## src/rtl/slot_pkg.sv

```systemverilog
// Shared types and default configuration for the slot reel animation path.
//
// Contents:
//   NUM_SYMBOLS, SYM_W       - symbols per reel strip and index width
//   SPRITE_H, OFF_W          - symbol height in pixels and scroll offset width
//   SPEED                    - pixels scrolled per frame while spinning
//   MIN_SPIN_FRAMES,
//   STAGGER_FRAMES           - stop scheduling defaults
//   spin_state_t             - sequencer FSM states
//   reel_pos_t               - one reel position {sym, offset} at the default sizes
//   commit_frame()           - frame number from which reel k may stop
package slot_pkg;

  localparam int NUM_SYMBOLS     = 8;
  localparam int SYM_W           = 3;
  localparam int SPRITE_H        = 64;
  localparam int OFF_W           = 6;
  localparam int SPEED           = 8;
  localparam int MIN_SPIN_FRAMES = 60;
  localparam int STAGGER_FRAMES  = 30;
  localparam int NUM_REELS       = 3;

  typedef enum logic [1:0] {
    IDLE = 2'd0,
    SPIN = 2'd1,
    DONE = 2'd2
  } spin_state_t;

  // Position of one reel as seen by the sprite memory controller.
  typedef struct packed {
    logic [SYM_W-1:0] sym;
    logic [OFF_W-1:0] offset;
  } reel_pos_t;

  // Reels stop in stagger order: reel k is not allowed to stop before this frame.
  function automatic int commit_frame(input int min_frames, input int stagger, input int k);
    return min_frames + k * stagger;
  endfunction

endpackage

```

## src/rtl/reel_spin_sequencer_if.sv

```systemverilog
// Bundle between the command side / sprite side and the reel spin sequencer.
//
// Signals:
//   vsync        - VGA vertical sync, active low (master -> sequencer)
//   start_spin   - spin request (master -> sequencer)
//   reel_target  - final symbols {reel2, reel1, reel0} (master -> sequencer)
//   reel_sym     - current top symbol per reel (sequencer -> master)
//   reel_offset  - current scroll offset per reel (sequencer -> master)
//   reel_stopped - per-reel stopped flags (sequencer -> master)
//   busy         - spin in progress (sequencer -> master)
//   done         - one-cycle pulse when the last reel stops (sequencer -> master)
//
// master: the environment driving requests; slave: the sequencer itself.
interface reel_spin_sequencer_if
  import slot_pkg::*;
#(
  parameter int SYM_W = slot_pkg::SYM_W,
  parameter int OFF_W = slot_pkg::OFF_W
) ();

  logic                 vsync;
  logic                 start_spin;
  logic [3*SYM_W-1:0]   reel_target;
  logic [3*SYM_W-1:0]   reel_sym;
  logic [3*OFF_W-1:0]   reel_offset;
  logic [2:0]           reel_stopped;
  logic                 busy;
  logic                 done;

  modport master (
    output vsync, start_spin, reel_target,
    input  reel_sym, reel_offset, reel_stopped, busy, done
  );

  modport slave (
    input  vsync, start_spin, reel_target,
    output reel_sym, reel_offset, reel_stopped, busy, done
  );

endinterface

```

## src/rtl/reel_scroller.sv

```systemverilog
// One reel: scrolls by STEP pixels per tick, advancing the top symbol each
// time the offset wraps past a full sprite, and freezes once it lands on its
// target after being allowed to stop.
//
// Ports:
//   clk, reset - clock and synchronous active-high reset
//   clear      - start of a new spin: release the reel (position is kept)
//   tick       - one frame step while spinning
//   commit     - frame count has reached this reel's commit frame
//   target     - symbol this reel must land on
//   sym        - current top symbol
//   offset     - current scroll offset within the sprite
//   stopped    - reel has landed and is frozen
module reel_scroller
  import slot_pkg::*;
#(
  parameter int NUM_SYM   = slot_pkg::NUM_SYMBOLS,
  parameter int SYM_BITS  = slot_pkg::SYM_W,
  parameter int SPRITE_PX = slot_pkg::SPRITE_H,
  parameter int OFF_BITS  = slot_pkg::OFF_W,
  parameter int STEP      = slot_pkg::SPEED
) (
  input  logic                clk,
  input  logic                reset,
  input  logic                clear,
  input  logic                tick,
  input  logic                commit,
  input  logic [SYM_BITS-1:0] target,
  output logic [SYM_BITS-1:0] sym,
  output logic [OFF_BITS-1:0] offset,
  output logic                stopped
);

  typedef struct packed {
    logic [SYM_BITS-1:0] sym;
    logic [OFF_BITS-1:0] offset;
  } pos_t;

  pos_t pos_reg, pos_next;
  logic stopped_reg, stopped_next;

  // One extra bit so offset + STEP never overflows before the wrap compare.
  logic [OFF_BITS:0] off_sum;

  always_comb begin
    pos_next     = pos_reg;
    stopped_next = stopped_reg;
    off_sum      = {1'b0, pos_reg.offset} + (OFF_BITS + 1)'(STEP);

    if (clear) begin
      stopped_next = 1'b0;
    end else if (tick && !stopped_reg) begin
      if (off_sum >= (OFF_BITS + 1)'(SPRITE_PX)) begin
        pos_next.offset = OFF_BITS'(off_sum - (OFF_BITS + 1)'(SPRITE_PX));
        pos_next.sym    = (pos_reg.sym == SYM_BITS'(NUM_SYM - 1)) ? '0
                                                                  : pos_reg.sym + SYM_BITS'(1);
      end else begin
        pos_next.offset = off_sum[OFF_BITS-1:0];
      end
      // The stop decision looks at the position after this tick's scroll, so
      // the frozen image is exactly the target symbol with zero offset.
      if (commit && (pos_next.sym == target) && (pos_next.offset == '0)) begin
        stopped_next = 1'b1;
      end
    end
  end

  always_ff @(posedge clk) begin
    if (reset) begin
      pos_reg     <= '0;
      stopped_reg <= 1'b1;
    end else begin
      pos_reg     <= pos_next;
      stopped_reg <= stopped_next;
    end
  end

  assign sym     = pos_reg.sym;
  assign offset  = pos_reg.offset;
  assign stopped = stopped_reg;

endmodule

```

## src/rtl/reel_spin_sequencer.sv

```systemverilog
// Frame-synchronous spin controller for the three slot reels.
// Latches the final symbols on an accepted start, scrolls every moving reel
// once per frame, lets reel k stop from its staggered commit frame onward and
// pulses done once the last reel has landed.
//
// Ports:
//   clk   - pixel/system clock
//   reset - synchronous active-high reset (aborts a spin without a done pulse)
//   bus   - slave side of reel_spin_sequencer_if (vsync, start_spin,
//           reel_target in; reel_sym, reel_offset, reel_stopped, busy, done out)
module reel_spin_sequencer
  import slot_pkg::*;
#(
  parameter int NUM_SYMBOLS     = slot_pkg::NUM_SYMBOLS,
  parameter int SYM_W           = slot_pkg::SYM_W,
  parameter int SPRITE_H        = slot_pkg::SPRITE_H,
  parameter int OFF_W           = slot_pkg::OFF_W,
  parameter int SPEED           = slot_pkg::SPEED,
  parameter int MIN_SPIN_FRAMES = slot_pkg::MIN_SPIN_FRAMES,
  parameter int STAGGER_FRAMES  = slot_pkg::STAGGER_FRAMES
) (
  input logic                  clk,
  input logic                  reset,
  reel_spin_sequencer_if.slave bus
);

  // Wide enough to hold the last reel's commit frame; saturates above that.
  localparam int FC_W = $clog2(MIN_SPIN_FRAMES + 2 * STAGGER_FRAMES + 1);
  localparam logic [FC_W-1:0] FC_MAX = '1;

  spin_state_t              state_reg;
  logic [FC_W-1:0]          frame_cnt_reg;
  logic [FC_W-1:0]          frame_inc;
  logic [3*SYM_W-1:0]       target_reg;
  logic                     busy_reg;
  logic                     done_reg;
  logic                     vsync_d_reg;
  logic                     frame_tick_reg;

  logic                     clear;
  logic                     spin_tick;
  logic [2:0]               commit;
  logic [2:0]               stopped_vec;
  logic [SYM_W-1:0]         sym_arr    [3];
  logic [OFF_W-1:0]         offset_arr [3];

  // A start is only accepted from IDLE; a tick in that same cycle is dropped
  // because spin_tick is gated by the SPIN state.
  assign clear     = (state_reg == IDLE) && bus.start_spin;
  assign spin_tick = frame_tick_reg && (state_reg == SPIN);
  assign frame_inc = (frame_cnt_reg == FC_MAX) ? frame_cnt_reg : frame_cnt_reg + FC_W'(1);

  generate
    for (genvar gi = 0; gi < 3; gi++) begin : g_reel
      // Compared against the incremented count: the commit applies to the
      // frame being processed by this tick.
      assign commit[gi] = frame_inc >= FC_W'(commit_frame(MIN_SPIN_FRAMES, STAGGER_FRAMES, gi));

      reel_scroller #(
        .NUM_SYM   (NUM_SYMBOLS),
        .SYM_BITS  (SYM_W),
        .SPRITE_PX (SPRITE_H),
        .OFF_BITS  (OFF_W),
        .STEP      (SPEED)
      ) u_reel (
        .clk     (clk),
        .reset   (reset),
        .clear   (clear),
        .tick    (spin_tick),
        .commit  (commit[gi]),
        .target  (target_reg[gi*SYM_W +: SYM_W]),
        .sym     (sym_arr[gi]),
        .offset  (offset_arr[gi]),
        .stopped (stopped_vec[gi])
      );
    end
  endgenerate

  always_ff @(posedge clk) begin
    if (reset) begin
      state_reg      <= IDLE;
      frame_cnt_reg  <= '0;
      target_reg     <= '0;
      busy_reg       <= 1'b0;
      done_reg       <= 1'b0;
      vsync_d_reg    <= 1'b1;
      frame_tick_reg <= 1'b0;
    end else begin
      // Registered falling-edge detect: tick lands one clk after vsync falls.
      vsync_d_reg    <= bus.vsync;
      frame_tick_reg <= vsync_d_reg & ~bus.vsync;
      done_reg       <= 1'b0;

      case (state_reg)
        IDLE: begin
          if (bus.start_spin) begin
            target_reg    <= bus.reel_target;
            frame_cnt_reg <= '0;
            busy_reg      <= 1'b1;
            state_reg     <= SPIN;
          end
        end
        SPIN: begin
          if (frame_tick_reg) begin
            frame_cnt_reg <= frame_inc;
          end
          // Stopped flags were cleared on entry, so this cannot fire early.
          if (&stopped_vec) begin
            done_reg  <= 1'b1;
            busy_reg  <= 1'b0;
            state_reg <= DONE;
          end
        end
        DONE: begin
          state_reg <= IDLE;
        end
        default: begin
          state_reg <= IDLE;
        end
      endcase
    end
  end

  always_comb begin
    bus.reel_sym    = '0;
    bus.reel_offset = '0;
    for (int i = 0; i < 3; i++) begin
      bus.reel_sym[i*SYM_W +: SYM_W]    = sym_arr[i];
      bus.reel_offset[i*OFF_W +: OFF_W] = offset_arr[i];
    end
  end

  assign bus.reel_stopped = stopped_vec;
  assign bus.busy         = busy_reg;
  assign bus.done         = done_reg;

endmodule
```

## src/flat_wrapper.sv

```systemverilog
// flat-port wrapper written by rule: the top's interface ports become plain ports
module reel_spin_sequencer_flat import slot_pkg::*;
#(
  parameter int NUM_SYMBOLS     = slot_pkg::NUM_SYMBOLS,
  parameter int SYM_W           = slot_pkg::SYM_W,
  parameter int SPRITE_H        = slot_pkg::SPRITE_H,
  parameter int OFF_W           = slot_pkg::OFF_W,
  parameter int SPEED           = slot_pkg::SPEED,
  parameter int MIN_SPIN_FRAMES = slot_pkg::MIN_SPIN_FRAMES,
  parameter int STAGGER_FRAMES  = slot_pkg::STAGGER_FRAMES
)
  (clk, reset, bus_vsync, bus_start_spin, bus_reel_target, bus_reel_sym, bus_reel_offset, bus_reel_stopped, bus_busy, bus_done);
  reel_spin_sequencer_if #(.SYM_W(SYM_W), .OFF_W(OFF_W)) bus_i ();
  input logic clk;
  input logic reset;
  input wire logic [$bits(bus_i.vsync)-1:0] bus_vsync;
  input wire logic [$bits(bus_i.start_spin)-1:0] bus_start_spin;
  input wire logic [$bits(bus_i.reel_target)-1:0] bus_reel_target;
  output wire logic [$bits(bus_i.reel_sym)-1:0] bus_reel_sym;
  output wire logic [$bits(bus_i.reel_offset)-1:0] bus_reel_offset;
  output wire logic [$bits(bus_i.reel_stopped)-1:0] bus_reel_stopped;
  output wire logic [$bits(bus_i.busy)-1:0] bus_busy;
  output wire logic [$bits(bus_i.done)-1:0] bus_done;
  assign bus_i.vsync = bus_vsync;
  assign bus_i.start_spin = bus_start_spin;
  assign bus_i.reel_target = bus_reel_target;
  assign bus_reel_sym = bus_i.reel_sym;
  assign bus_reel_offset = bus_i.reel_offset;
  assign bus_reel_stopped = bus_i.reel_stopped;
  assign bus_busy = bus_i.busy;
  assign bus_done = bus_i.done;
  reel_spin_sequencer #(.NUM_SYMBOLS(NUM_SYMBOLS), .SYM_W(SYM_W), .SPRITE_H(SPRITE_H), .OFF_W(OFF_W), .SPEED(SPEED), .MIN_SPIN_FRAMES(MIN_SPIN_FRAMES), .STAGGER_FRAMES(STAGGER_FRAMES)) u_core (.clk(clk), .reset(reset), .bus(bus_i));
endmodule
```

## config.mk

```make
export PLATFORM = sky130hd
export DESIGN_NAME = reel_spin_sequencer_flat
export DESIGN_NICKNAME = d
export VERILOG_FILES = /design/src/rtl/slot_pkg.sv /design/src/rtl/reel_spin_sequencer_if.sv /design/src/rtl/reel_scroller.sv /design/src/rtl/reel_spin_sequencer.sv /design/src/flat_wrapper.sv
export SDC_FILE = /design/constraint.sdc
export NUM_CORES = 1
export LEC_CHECK = 0
export ABC_AREA = 0
export CAP_MARGIN = 20
export CORE_MARGIN = 2
export CORE_UTILIZATION = 40
export DETAILED_ROUTE_END_ITERATION = 8
export MAX_ROUTING_LAYER = met4
export PLACE_DENSITY = 0.61
export SLEW_MARGIN = 10
export SYNTH_ARGS = -nofsm -noshare
export SYNTH_HDL_FRONTEND = slang
export SYNTH_SLANG_ARGS = --single-unit
```

## constraint.sdc

```tcl
create_clock -name clk -period 5.3 [get_ports clk]
set_input_delay 1.06 -clock clk [delete_from_list [all_inputs] [get_ports clk]]
set_output_delay 1.06 -clock clk [all_outputs]
set_load 0.01 [all_outputs]
```

==> out/results.ini, run 1 <==
[worst_setup_path]
cp.required_ns = 4.24
critPathSlowestCell = clkdlybuf4s50_1
crit_family = buffers and inverters
slowest_delay_ns = 0.59
worstPathCellList = clkdlybuf4s50_1
crit_arrival_ns = 1.35
startpoint_type = flip-flop
path_buf_inv = 1
critPathMaxFanout = 7
crit_type = flip-flop to output port
cp-end-kind = output port

[logic_synthesis]
synthTopCellsByCount = 43 x dfxtp_1, 35 x nand2_1, 29 x a21oi_1, 26 x nor2_1
yosysSeqAreaShare = 0.377
synthArstFlopShare = 0
synth.most_common_cell = dfxtp_1
ys_warn_count = 0
ys_types = 47
synth_area_per_cell_sq_um = 8.39
yosys-top-cells-area = dfxtp_1 38%, ha_1 7.1%, a21oi_1 6.4%
synth-seq-cells = 43
synth_flop_cell = dfxtp_1
syn-cell-area_sq_um = 2280
synth-edff-count = 0
syn_inst = 272
synth_top_cell_by_area = dfxtp_1
synth_top_area_share = 0.377

[drt]
drtAntennaViolNets = 0
viasPerCell = 5.06
drc = 0
highest_layer = met4
first_pass_iters = 4
drt_iter0_drc = 202
met1_length_mm = 2.44
wl_met2_mm = 2.11
wirelength_mm = 4.81
vias = 1867
post_drt_wl_per_cell_microns = 13.0
wl_met3_microns = 198

[finish]
fin_nets = 323
ff_latch_area_sq_um = 861
diodes = 0
syn2layout_area_growth_pct = 18.8
multi_input_area_sq_um = 1260
drive_gt1_frac = 0.0505
nFillCells = 541

[global_routing]
grt_remaining_overflow = 0
globalRouteTotalUtil = 0.167
antenna_found_initial = 0
grt_pass1_vias = 1694
grt_max_degree = 27
grt_pass1_wl_mm = 8.14

[timing]
hold_viol_final = 0
fin_crit_sh = 0.455
tightest_slew_ns = 0.632
holdWs_ns = 0.414
rsz0062_at_grt = false
setup_viol = 0
fin_tns_setup_ns = 0
layout_min_cycle_time_ns = 2.41
maxSlewViolCount = 0
clock_skew_ns = 0.00625
fmaxAchievable_mhz = 415
fin_ws_ns = 2.89
slew_headroom = 0.577

[clock_tree]
cts_resized = 0
clock_path_buffers = 2
clock_latency_ns = 0.29
htreeDepth = 2
postCtsHoldBufs = 0
cts_tree = yes
clock-sinks = 43
postCtsSetupBuffers = 0
cts-buffers-inserted = 5
cts-root-buf = clkbuf_8
clk_pin_slew_ns = 0.08

[power]
p_leak_nw = 1.11
cellPowerDensity_nw_per_um2 = 241
worst_ir_drop_vdd_uv = 116
power_mw = 0.654
p_comb_frac = 0.095
power.share.switching = 0.235
switchingPower_mw = 0.153
intPower_mw = 0.501
clockPowerShare = 0.375
p_seq_frac = 0.530

[floorplanning]
die-area_sq_um = 6320
rows = 27
io_pins = 45
fp.dieW_microns = 79.5
initial_utilization = 0.414
core_area_sq_um = 5510
die_h_microns = 79.5

[placement]
numPortBuffers = 35
dpl.hpwl_mm = 3.48
post-place-ws_ns = 2.65
place_congestion = 0.817

[job]
maxCapViolCount = 0

[worst_hold_path]
hold_class = flip-flop to flip-flop

[outcome]
status = completed

cell usage in the layout, fill, tap and decap left out, types with 2 or more instances in the layout:
cell type	Yosys	routed
a21oi_1	29	29
a221o_1	2	2
a22oi_1	2	2
a311oi_1	2	2
a31oi_1	3	3
and2_1	2	2
and3_1	2	2
clkbuf_8	0	5
clkdlybuf4s50_1	0	35
conb_1	1	9
dfxtp_1	43	43
ha_1	13	13
inv_1	11	11
mux2i_1	10	10
nand2_1	35	35
nand3_1	6	6
nand4_1	2	2
nor2_1	26	26
nor3_1	2	2
nor4_1	3	3
o211ai_1	2	2
o21ai_0	11	11
or2_2	3	3
or3_1	5	5
xnor2_1	6	6
xor2_1	6	6
cell families (layout without fill, tap and decap cells):
family,count (synthesis),count (layout),synth area share
other,1,9,0.00164
AOI/OAI and AO/OA,64,64,0.185
buffers and inverters,37,54,0.0845
and+or+nand+nor,92,92,0.190
DFF,43,43,0.377
muxes,10,10,0.0439
adders and majority gates,13,13,0.0713
xor gates and xnor gates,12,12,0.0461
worst paths after layout:
| check | slack, ns | start | endpoint | depth (start not counted) |
|---|---|---|---|---|
| setup / recovery | 2.89 | u_core.g_reel[1].u_reel.stopped | bus_reel_stopped[1] | 1 |
| hold / removal | 0.41 | u_core.vsync_d_reg | u_core.frame_tick_reg | 2 |
| setup reg to reg | 3.38 | u_core.frame_cnt_reg[0] | u_core.g_reel[1].u_reel.stopped | 6 |
| hold reg to reg | 0.41 | u_core.vsync_d_reg | u_core.frame_tick_reg | 2 |
power groups by stage:
stage	sequential [mW]	combinational (mW)	clock (mW)
6_report	0.347	0.0620	0.245
5_1_grt	0.349	0.0696	0.265
4_1_cts	0.347	0.0631	0.254
3_5_place_dp	0.354	0.0630	0
3_3_place_gp	0.354	0.0624	0
2_1_floorplan	0.351	0.0456	0
layout make-up:
type                       count  share of cell area
clock buffer                   6              0.0268
clock inverter                 1              0.0111
inverter                      11              0.0152
multi-input combinational    200               0.464
sequential                    43               0.318
tap                           72              0.0332
timing repair buffer          36               0.132
metal layers:
layer / vias up / track usage
met3: 5 / 0.0430
met5: - / -
met4: 0 / 0.0586
li1: 984 / -
met2: 43 / 0.237
met1: 835 / 0.228
per-stage QoR:
stage / instances / cell area, sq um / util
after floorplan: 280 / 2310 / -
after global placement: 362 / 2610 / 0.474
after detailed placement: 362 / 2610 / 0.474
after CTS: 369 / 2710 / 0.492
after global routing: 369 / 2710 / 0.492
final: 369 / 2710 / 0.492
worst register-to-register path, cell delays in order, from the launching register on:
cell	delay, ns
dfxtp_1	0.36
ha_1	0.27
and2_1	0.25
a311oi_1	0.33
xor2_1	0.13
o21bai_1	0.18
a221o_1	0.30
Power figures use the tool's default switching activity.
==> inputs of run 2 (changes only) <==
- clock period: 5.3 -> 2.3 ns (I/O delays scaled with it)
==> run 2 against run 1 <==
  * Sequential power up 130%
  * Worst setup slack got worse by 2.5 ns
  * Global-route usage grew 0.074 points
  * Largest power group unchanged
  * Critical path depth grew 5
  * Highest routed layer unchanged
==> out/results.ini, run 2 (synthesis results as in run 1) <==
[worst_setup_path]
cp-end-kind = flip-flop
slowest_delay_ns = 0.37
worstPathCellList = ha_1, and2_1, a311oi_1, xor2_1, o21bai_1, a221o_1
critPathMaxFanout = 6
cp.depth = 6
startpoint_type = flip-flop
rrSetupSlack_ns = 0.40
crit_family = compound AO/OA/AOI/OAI gates
timing.rr.start = u_core.frame_cnt_reg[0]
path_buf_inv = 0
crit_arrival_ns = 2.09
cp-startpoint = u_core.frame_cnt_reg[0]
critPathSlowestCell = a311oi_1
cp.required_ns = 2.49
crit_type = flip-flop to flip-flop
worst-r2r-cell-count = 6

[power]
intPower_mw = 1.27
cellPowerDensity_nw_per_um2 = 595
switchingPower_mw = 0.370
p_leak_nw = 1.14
power.share.switching = 0.225
power_mw = 1.64
worst_ir_drop_vdd_uv = 420
clockPowerShare = 0.424
p_comb_frac = 0.090
p_seq_frac = 0.486

[clock_tree]
clk_pin_slew_ns = 0.08
clock_latency_ns = 0.29
postCtsHoldBufs = 0
postCtsSetupBuffers = 0
cts_tree = yes
cts_resized = 0
cts-buffers-inserted = 5
htreeDepth = 2
clock_path_buffers = 2
clock-sinks = 43
cts-root-buf = clkbuf_8

[timing]
tightest_slew_ns = 0.510
layout_min_cycle_time_ns = 1.90
setup_viol = 0
rsz0062_at_grt = false
fmaxAchievable_mhz = 526
hold_viol_final = 0
fin_tns_setup_ns = 0
slew_headroom = 0.660
clock_skew_ns = 0.00604
maxSlewViolCount = 0
fin_crit_sh = 0.826

[finish]
multi_input_area_sq_um = 1260
syn2layout_area_growth_pct = 21.0
drive_gt1_frac = 0.0569
final_cells = 371
most-common-layout-cells = 43 x dfxtp_1, 35 x nand2_1, 35 x clkdlybuf4s50_1
final_common_cell = dfxtp_1
nFillCells = 541
diodes = 0
fin_nets = 324
ff_latch_area_sq_um = 861

[global_routing]
grt_remaining_overflow = 0
globalRouteTotalUtil = 0.167
grt_pass1_vias = 1777
antenna_found_initial = 0
grt_pass1_wl_mm = 8.22
grt_max_degree = 43

[drt]
drc = 0
drtAntennaViolNets = 0
post_drt_wl_per_cell_microns = 13.0
drt_iter0_drc = 121
wirelength_mm = 4.82
vias = 1929
viasPerCell = 5.20
first_pass_iters = 4

[floorplanning]
die_h_microns = 79.5
io_pins = 45
die-area_sq_um = 6320
rows = 27
fp.dieW_microns = 79.5
core_area_sq_um = 5510
initial_utilization = 0.414

[placement]
numPortBuffers = 35
dp_cells = 363
place_congestion = 0.905
dpl.hpwl_mm = 3.41

[worst_hold_path]
min_path_cells = 2
hold_class = flip-flop to flip-flop
worstHoldStart = u_core.vsync_d_reg

[job]
maxCapViolCount = 0

[outcome]
status = completed

[run 2: changes by cell type in the layout (fill, tap and decap cells not counted), sizes merged]
cell    before  now
buf          1    2
bufinv       1    2
[run 2: cell type report]
class | instances | share of cell area
Clock buffer | 6 | 0.0263
Clock inverter | 2 | 0.0218
Inverter | 11 | 0.0150
Multi-Input combinational cell | 200 | 0.456
Sequential cell | 43 | 0.312
Tap cell | 72 | 0.0326
Timing Repair Buffer | 37 | 0.137
[run 2: worst register-to-register path, stage by stage, from the launching register on]
cell and delay (ns):
dfxtp_1 0.35, ha_1 0.25, and2_1 0.23, a311oi_1 0.37, xor2_1 0.13, o21bai_1 0.18, a221o_1 0.29
[run 2: power by group through the flow]
stage / Clock (mW) / Sequential, mW / Combinational, mW
final: 0.697 / 0.798 / 0.148
after CTS: 0.723 / 0.799 / 0.151
after global routing: 0.751 / 0.803 / 0.166
after global placement: 0 / 0.816 / 0.150
after floorplan: 0 / 0.810 / 0.105
after detailed placement: 0 / 0.816 / 0.151
[run 2: final timing paths]
check,to
max,u_core.g_reel[1].u_reel.stopped
min reg2reg,u_core.frame_tick_reg
min,u_core.frame_tick_reg
max reg2reg,u_core.g_reel[1].u_reel.stopped
[run 2: per-layer routing]
| layer | vias to the layer above | GRT usage | part of all wire |
|---|---|---|---|
| li1 | 981 | - | - |
| met1 | 898 | 0.215 | 0.48 |
| met2 | 48 | 0.266 | 0.47 |
| met3 | 2 | 0.0373 | 0.047 |
| met4 | 0 | 0.0466 | 0.0046 |
| met5 | - | - | 0 |
[run 2: metrics by stage]
stage / instance area, sq um / worst slack [ns] / util / hold WS (ns)
2_1_floorplan: 2310 / 0.483 / - / 0.392
3_3_place_gp: 2630 / 0.450 / 0.477 / 0.396
3_5_place_dp: 2630 / 0.400 / 0.477 / 0.407
4_1_cts: 2760 / 0.387 / 0.501 / 0.419
5_1_grt: 2760 / 0.244 / 0.501 / 0.436
6_report: 2760 / 0.399 / 0.501 / 0.413
